===== config.mk =====
export PLATFORM = sky130hd
export DESIGN_NAME = cmp_event_monitor
export DESIGN_NICKNAME = d
export VERILOG_FILES = /design/src/rtl/cmp_pkg.sv /design/src/rtl/cmp_event_monitor_sat_counter.sv /design/src/rtl/cmp_event_monitor.sv
export SDC_FILE = /design/constraint.sdc
export NUM_CORES = 1
export LEC_CHECK = 0
export CAP_MARGIN = 0
export CORE_ASPECT_RATIO = 0.9
export CORE_MARGIN = 1
export CORE_UTILIZATION = 40
export DETAILED_ROUTE_END_ITERATION = 10
export SKIP_LAST_GASP = 1
export SLEW_MARGIN = 20
export SYNTH_ARGS = -nofsm -noshare
export SYNTH_HDL_FRONTEND = slang
export SYNTH_SLANG_ARGS = --single-unit

===== constraint.sdc =====
create_clock -name clk -period 2.3 [get_ports clk]
set_clock_uncertainty 0.15 [all_clocks]
set_input_delay 0.345 -clock clk [delete_from_list [all_inputs] [get_ports clk]]
set_output_delay 0.345 -clock clk [all_outputs]
set_load 0.01 [all_outputs]

===== src/rtl/cmp_pkg.sv =====
// ============================================================================
// Module   : cmp_pkg
// Brief    : Shared FSM state encoding, streak width and one-hot helper for
//            the comparator event monitor.
// Revision : 1.0  initial release
// ============================================================================
`default_nettype none

package cmp_pkg;

  localparam int STREAK_W = 4;

  typedef enum logic [1:0] {
    IDLE     = 2'd0,
    ARMING   = 2'd1,
    ALARM    = 2'd2,
    CLEARING = 2'd3
  } state_t;

  function automatic logic is_onehot3(input logic a, input logic b, input logic c);
    return (a & ~b & ~c) | (~a & b & ~c) | (~a & ~b & c);
  endfunction

endpackage

`default_nettype wire


===== src/rtl/cmp_event_monitor_sat_counter.sv =====
// ============================================================================
// Module   : sat_counter
// Brief    : W-bit up-counter that saturates at all-ones; clear beats inc.
// Revision : 1.0  initial release
// ============================================================================
`default_nettype none

module sat_counter #(
  parameter int W = 8
) (
  input  logic         clk,
  input  logic         rst,
  input  logic         clr,
  input  logic         inc,
  output logic [W-1:0] q
);

  localparam logic [W-1:0] c_MAX = '1;

  logic [W-1:0] r_q;

  always_ff @(posedge clk or posedge rst) begin
    if (rst) begin
      r_q <= '0;
    end else if (clr) begin
      r_q <= '0;
    end else if (inc && (r_q != c_MAX)) begin
      r_q <= r_q + W'(1);
    end
  end

  assign q = r_q;

endmodule

`default_nettype wire


===== src/rtl/cmp_event_monitor.sv =====
// ============================================================================
// Module   : cmp_event_monitor
// Brief    : Counts comparator outcomes and raises a debounced A>B alarm.
//            Optional macro CMP_ONEHOT_CHECK_EN adds a sticky err_onehot flag
//            and drops non-one-hot samples.
// Revision : 1.0  initial release
// ============================================================================
`default_nettype none

module cmp_event_monitor
  import cmp_pkg::*;
#(
  parameter int CNT_W   = 8,
  parameter int ALARM_N = 3,
  parameter int CLEAR_N = 2
) (
  input  logic             clk,
  input  logic             rst,
  input  logic             in_valid,
  input  logic             A_greater_B,
  input  logic             A_equal_B,
  input  logic             A_less_B,
  input  logic             clear_cnt,
  output logic [CNT_W-1:0] gt_count,
  output logic [CNT_W-1:0] eq_count,
  output logic [CNT_W-1:0] lt_count,
  output logic             alarm,
  output logic             alarm_rise,
  output logic [1:0]       state
`ifdef CMP_ONEHOT_CHECK_EN
  ,
  output logic             err_onehot
`endif
);

  localparam logic [STREAK_W-1:0] c_ALARM_LAST = STREAK_W'(ALARM_N);
  localparam logic [STREAK_W-1:0] c_CLEAR_LAST = STREAK_W'(CLEAR_N);

  logic                w_take;
  logic                w_gt;
  logic [STREAK_W-1:0] w_streak_inc;

  state_t              r_state;
  logic [STREAK_W-1:0] r_streak;
  logic                r_alarm;
  logic                r_alarm_rise;

`ifdef CMP_ONEHOT_CHECK_EN
  logic w_onehot;
  logic r_err_onehot;

  // A malformed sample is flagged but otherwise invisible to counters and FSM.
  assign w_onehot = is_onehot3(A_greater_B, A_equal_B, A_less_B);
  assign w_take   = in_valid & w_onehot;

  always_ff @(posedge clk or posedge rst) begin
    if (rst) begin
      r_err_onehot <= 1'b0;
    end else if (in_valid && !w_onehot) begin
      r_err_onehot <= 1'b1;
    end
  end

  assign err_onehot = r_err_onehot;
`else
  assign w_take = in_valid;
`endif

  assign w_gt         = A_greater_B;
  assign w_streak_inc = r_streak + STREAK_W'(1);

  sat_counter #(.W(CNT_W)) u_gt_cnt (
    .clk (clk),
    .rst (rst),
    .clr (clear_cnt),
    .inc (w_take & A_greater_B),
    .q   (gt_count)
  );

  sat_counter #(.W(CNT_W)) u_eq_cnt (
    .clk (clk),
    .rst (rst),
    .clr (clear_cnt),
    .inc (w_take & A_equal_B),
    .q   (eq_count)
  );

  sat_counter #(.W(CNT_W)) u_lt_cnt (
    .clk (clk),
    .rst (rst),
    .clr (clear_cnt),
    .inc (w_take & A_less_B),
    .q   (lt_count)
  );

  // alarm tracks {ALARM, CLEARING}; alarm_rise fires only on the ARMING->ALARM entry.
  always_ff @(posedge clk or posedge rst) begin
    if (rst) begin
      r_state      <= IDLE;
      r_streak     <= '0;
      r_alarm      <= 1'b0;
      r_alarm_rise <= 1'b0;
    end else begin
      r_alarm_rise <= 1'b0;
      if (w_take) begin
        case (r_state)
          IDLE: begin
            if (w_gt) begin
              r_state  <= ARMING;
              r_streak <= STREAK_W'(1);
            end else begin
              r_streak <= '0;
            end
          end
          ARMING: begin
            if (w_gt) begin
              if (w_streak_inc == c_ALARM_LAST) begin
                r_state      <= ALARM;
                r_streak     <= '0;
                r_alarm      <= 1'b1;
                r_alarm_rise <= 1'b1;
              end else begin
                r_streak <= w_streak_inc;
              end
            end else begin
              r_state  <= IDLE;
              r_streak <= '0;
            end
          end
          ALARM: begin
            if (!w_gt) begin
              r_state  <= CLEARING;
              r_streak <= STREAK_W'(1);
            end
          end
          CLEARING: begin
            if (!w_gt) begin
              if (w_streak_inc == c_CLEAR_LAST) begin
                r_state  <= IDLE;
                r_streak <= '0;
                r_alarm  <= 1'b0;
              end else begin
                r_streak <= w_streak_inc;
              end
            end else begin
              r_state  <= ALARM;
              r_streak <= '0;
            end
          end
          default: begin
            r_state  <= IDLE;
            r_streak <= '0;
            r_alarm  <= 1'b0;
          end
        endcase
      end
    end
  end

  assign alarm      = r_alarm;
  assign alarm_rise = r_alarm_rise;
  assign state      = r_state;

endmodule

`default_nettype wire

# Word-level counts from Yosys, hierarchy flattened
# Cells that the tools add are included.
[word_totals]
ff_bits = 32
inputBits = 7
output_inout_bits = 28
word_cells = 70
[classes]
add_sub_neg = 4
n_eq_ne = 16
n_mux = 29
n_bitwise = 3
reduce_logical = 11
[op_table]
columns = ["operator", "count"]
rows = [
  ["8-bit 2-to-1 mux", 6],
  ["8-bit by 1-bit adder with 8-bit output (second input constant)", 3],
  ["8-bit != test (second input constant)", 3],
  ["4-bit 2-to-1 mux", 5],
  ["4-bit one-hot mux with 4 select lines", 1],
  ["2-bit 2-to-1 mux", 6],
  ["2-bit != test (second input constant)", 6],
  ["1-bit 2-to-1 mux", 9],
  ["4-bit by 2-bit equality test with 1-bit output (second input constant)", 2],
  ["2-bit one-hot mux with 4 select lines", 1],
  ["2-bit nonzero test", 4],
  ["3-bit != test (second input constant)", 2],
  ["6-bit AND reduction", 1],
  ["5-bit AND reduction", 1],
  ["4-bit by 1-bit adder with 4-bit output (second input constant)", 1],
  ["2-bit equality test (second input constant)", 2],
  ["1-bit bitwise AND", 3],
  ["1-bit logical AND", 3],
  ["2-bit by 1-bit equality test with 1-bit output (second input constant)", 1],
  ["2-bit zero test", 1],
  ["1-bit one-hot mux with 2 select lines", 1],
  ["2-bit AND reduction", 1],
]

# Longest topological paths before layout
[logic_depth]
ltp_word = 6
depth_mapped = 6
depth_no_buf = 6

# By module
# A second synthesis with hierarchy kept.
[hier_totals]
hier_cells = 212
area_unflattened_um2 = 2104.5
[modules_own_cells]
columns = ["module", "n_inst", "cells_per_inst", "area_each_um2", "seq_area_each_um2"]
rows = [
  ["sat_counter", 3, 49, 504.2, 200.2],
  ["cmp_event_monitor", 1, 65, 591.8, 200.2],
]

# Worst setup path before layout
# OpenSTA, ideal clock, no wires.
[synth_timing]
kind = "reg-to-reg"
startpoint = "reg u_gt_cnt.r_q[0] (netlist: u_gt_cnt.q[0])"
endpoint = "reg u_gt_cnt.r_q[5] (netlist: u_gt_cnt.q[5])"
setup_ns = 0.078
arrival_time_ns = 1.610
required_ns = 2.072
path_slack_ns = 0.462
path_stages_with_launch = 6
n_path_buf = 1
synth_period_minus_slack_ns = 1.838
path_cell_list = "dfrtp_1 ha_1 a41o_1 buf_6 or4_1 a21oi_1"
[synth_via]
elab_chain_cells = 3
elab_cells_between_ends = 6
cone_classes = "add/sub: 1; eq/ne: 1; mux: 2; reduce/logical: 2"
[synth_rtl]
columns = ["item", "line_no", "text"]
rows = [
  ["from (decl)", "cmp_event_monitor_sat_counter.sv:20", "logic [W-1:0] r_q;"],
  ["from (signal assigned)", "cmp_event_monitor_sat_counter.sv:28", "r_q <= r_q + W'(1);"],
  ["8-bit by 1-bit adder with 8-bit output or 8-bit != test (tied branches)", "cmp_event_monitor_sat_counter.sv:28, cmp_event_monitor_sat_counter.sv:27", ""],
  ["8-bit 2-to-1 mux or 1-bit logical AND (tied branches)", "cmp_event_monitor_sat_counter.sv:27", "end else if (inc && (r_q != c_MAX)) begin"],
  ["8-bit 2-to-1 mux or 2-bit nonzero test (tied branches)", "-", ""],
]
# Parallel ways exist; a longest one is shown, timed or not. The select of a mux whose other input is x is not followed.
# A chain may end at the register's enable or synchronous reset.

# Worst setup path after layout
[layout_timing]
startpoint = "reg r_streak[0]"
endpoint = "reg r_alarm (netlist: alarm)"
[layout_via]
elab_chain_cells = 4
elab_cells_between_ends = 6
cone_classes = "add/sub: 1; eq/ne: 4; reduce/logical: 1"
[layout_rtl]
columns = ["item", "line_no", "text"]
rows = [
  ["from (decl)", "cmp_event_monitor.sv:44", "logic [STREAK_W-1:0] r_streak;"],
  ["from (signal assigned)", "cmp_event_monitor.sv:123", "r_streak <= w_streak_inc;"],
  ["from (signal assigned)", "cmp_event_monitor.sv:143", "r_streak <= w_streak_inc;"],
  ["4-bit by 1-bit adder with 4-bit output *", "cmp_event_monitor.sv:70", "assign w_streak_inc = r_streak + STREAK_W'(1);"],
  ["4-bit by 2-bit equality test with 1-bit output (on tied branches)", "cmp_event_monitor.sv:138, cmp_event_monitor.sv:117", ""],
  ["2-bit != test (no line)", "-", ""],
  ["6-bit AND reduction (no line) *", "-", ""],
  ["to (signal assigned)", "cmp_event_monitor.sv:101", "r_alarm <= 1'b0;"],
  ["to (signal assigned)", "cmp_event_monitor.sv:141", "r_alarm <= 1'b0;"],
  ["to (signal assigned)", "cmp_event_monitor.sv:153", "r_alarm <= 1'b0;"],
  ["to (decl)", "cmp_event_monitor.sv:45", "logic r_alarm;"],
]
# Mark *: on every way between the ends. The rest lies on a longest branch, timed or not.

==> results.yml <==
route:
  wirelength_um: 4225
  vias: 1639
  firstDrtPassIters: 4
  ant_nets: 0
  wire_per_inst_um: 14.52
  drc: 0
  viasPerCell: 5.632
  drt_iter0_markers: 163
sta:
  drv_slew: 0
  fmax_ghz: 0.4991
  setup_viol: 0
  timing_hold_violations_final: 0
  worstMarginPinSlew_ns: 0.4950
  rsz0062_at_grt: "no"
  fin_crit_sh_pct: 87.11
  period_minus_slack_ns: 2.004
  holdWs_ns: 0.3032
  slew_headroom_pct: 66.15
  tns_ns: 0
floorplan:
  core_area_sq_um: 4212
  io_pins: 35
  fp.dieW_um: 73.04
  start_util_pct: 43.14
  dieHeight_um: 65.94
  rows: 22
  dieArea_sq_um: 4816
clocking:
  cts_sinks: 32
  cts_made_buffers: 5
  htree_levels: 2
  clk_pin_slew_worst_paths_ns: 0.07
  tritoncts: "done"
  postCtsSetupBuffers: 0
  clk_latency_ns: 0.28
  root_buffer: "clkbuf_8"
  clockBufferDepth: 2
  holdBufCountCts: 0
  postCtsResizedCells: 0
finish:
  multi_input_area_sq_um: 949.7
  insertedDiodeCount: 0
  n_fill_cell: 390
  drive_above_1_share_pct: 9.091
  seq_area_sq_um: 800.8
  fin_nets: 243
  syn_to_final_growth_pct: 28.51
setup_path:
  crit_type: "flop to flop"
  reg2reg_to: "alarm"
  endpoint: "alarm"
  start_kind: "flop"
  worstPathArrival_ns: 2.00
  rrSetupSlack_ns: 0.30
  startpoint: "r_streak[0]"
  end_kind: "flop"
  path_max_fanout: 9
  crit_required_ns: 2.30
  reg2reg_from: "r_streak[0]"
  worstRegToRegCells: 5
pwr:
  ir_worst_vdd_v: 0.0004419
  cellLeakagePower_nw: 0.9520
  powerDensity_nw_per_um2: 540.7
  power_mw: 1.262
global_routing:
  grt_pass1_wl_um: 7189
  antenna_found_initial: 0
  grt_max_degree: 33
  grt_pass1_vias: 1539
  grt-ovfl-total: 0
  grtUsageTotal_pct: 19.63
job:
  maxCapViolations: 0
yosys:
  synthTopCellsByArea: "dfrtp_1 (44%), ha_1 (4.1%), nor2_1 (3.7%), a21oi_1 (3.3%), mux2i_1 (3.3%)"
  syn_area_per_cell_sq_um: 9.562
  yosysSeqAreaShare_pct: 44.08
  synth_top_flop_cell: "dfrtp_1"
  synthDistinctLibCells: 47
  synthArstFlopShare_pct: 100.0
  synth_fp_nets: 203
  synth_area_sq_um: 1817
  synth.top_cell.area_share_pct: 44.08
  ys_ff_latch: 32
  synth_edf_count: 0
  synth_warnings: 0
  synthCells: 190
  yosysTopAreaCell: "dfrtp_1"
placement:
  portBuffers: 34
  place_congestion: 0.7754
  place_hpwl_um: 3023
min_path:
  min_path_type: "input pin to asynchronous set/reset pin"
status:
  status: "complete, no violations"
[Yosys cell counts (all sizes together) (3+ instances only)]
cell type   n
xnor2       5
nand2      15
a31oi       4
nor2       18
nand3       8
o21ai       6
dfrtp      32
nand4       5
nor3        4
ha          6
mux2i       6
clkbuf      6
and3        4
a21oi      12
or4         3
or3         5
o31ai       8
inv         7
xor2        3
and4        3
[state kept, by name (all words and copies together), names as in the netlist, named ones only]
name	count
alarm_rise	1
u_lt_cnt.q	8
u_eq_cnt.q	8
u_gt_cnt.q	8
alarm	1
r_streak	4
state	1
[cell type report]
class	count	area share [%]
Sequential cell	32	34.30
Timing Repair Buffer	41	16.83
Clock buffer	8	3.859
Inverter	7	1.125
Multi-Input combinational cell	143	40.68
Tap cell	60	3.215
[worst min path at each step]
| stage | endpoint | depth (start not counted) |
|---|---|---|
| 6_report | u_gt_cnt.q[7] | 3 |
| 5_1_grt | u_gt_cnt.q[0] | 3 |
| 4_1_cts | u_gt_cnt.q[0] | 3 |
| 3_5_place_dp | u_lt_cnt.q[6] | 2 |
| 3_3_place_gp | alarm | 2 |
| 2_1_floorplan | asynchronous set/reset pin | 1 |
[power breakdown]
| part | leakage, nW | switching [mW] | total, mW | internal, mW |
|---|---|---|---|---|
| logic | 0.468 | 0.0981 | 0.194 | 0.0954 |
| registers | 0.439 | 0.0362 | 0.624 | 0.588 |
| clock network | 0.0455 | 0.201 | 0.445 | 0.244 |
| total | 0.952 | 0.335 | 1.26 | 0.927 |
[kinds of logic after synthesis]
| kind of cell | Yosys count | share of synthesized area, % |
|---|---|---|
| buffers and inverters | 15 | 3.650 |
| adders and majority gates | 6 | 4.132 |
| muxes | 8 | 4.545 |
| xor gates and xnor gates | 8 | 3.857 |
| and+or+nand+nor | 77 | 22.52 |
| AOI/OAI and AO/OA | 44 | 17.22 |
| DFF | 32 | 44.08 |
[through the flow]
stage,util [%],std cells,setup slack [ns],instance area [sq um]
floorplan,-,190,0.4622,1817
global placement,53.30,283,0.08792,2245
detailed placement,53.30,283,0.07290,2245
CTS,55.44,291,0.3171,2335
global route,55.44,291,0.1957,2335
finish,55.44,291,0.2965,2335
[placed cells by master (no fill, tap or decap), types with 5 or more instances in the layout]
master / synthesis / layout
a21oi_1: 12 / 12
clkdlybuf4s50_1: 0 / 34
nand4_1: 5 / 5
ha_1: 6 / 6
nand2_1: 15 / 15
clkbuf_8: 0 / 6
dfrtp_1: 32 / 32
inv_1: 7 / 7
o21ai_0: 6 / 6
nand3_1: 8 / 8
mux2i_1: 6 / 6
o31ai_1: 8 / 8
buf_4: 0 / 7
nor2_1: 18 / 18
xnor2_1: 5 / 5
[per-layer routing]
metal  track usage, %  part of all wire (%)  routed length [um]
met5                0                     0                   0
met4            7.843                   1.4                  58
met2            29.75                    45                1920
met3            4.116                   5.1                 216
met1            27.20                    48                2029
[critical path, cell delays in order, from the launching register on]
cell and delay [ns]:
dfrtp_1 0.49, ha_1 0.31, nor4b_1 0.36, a31oi_1 0.17
o31ai_1 0.28, a2bb2oi_1 0.10
(Power assumes the default switching activity.)
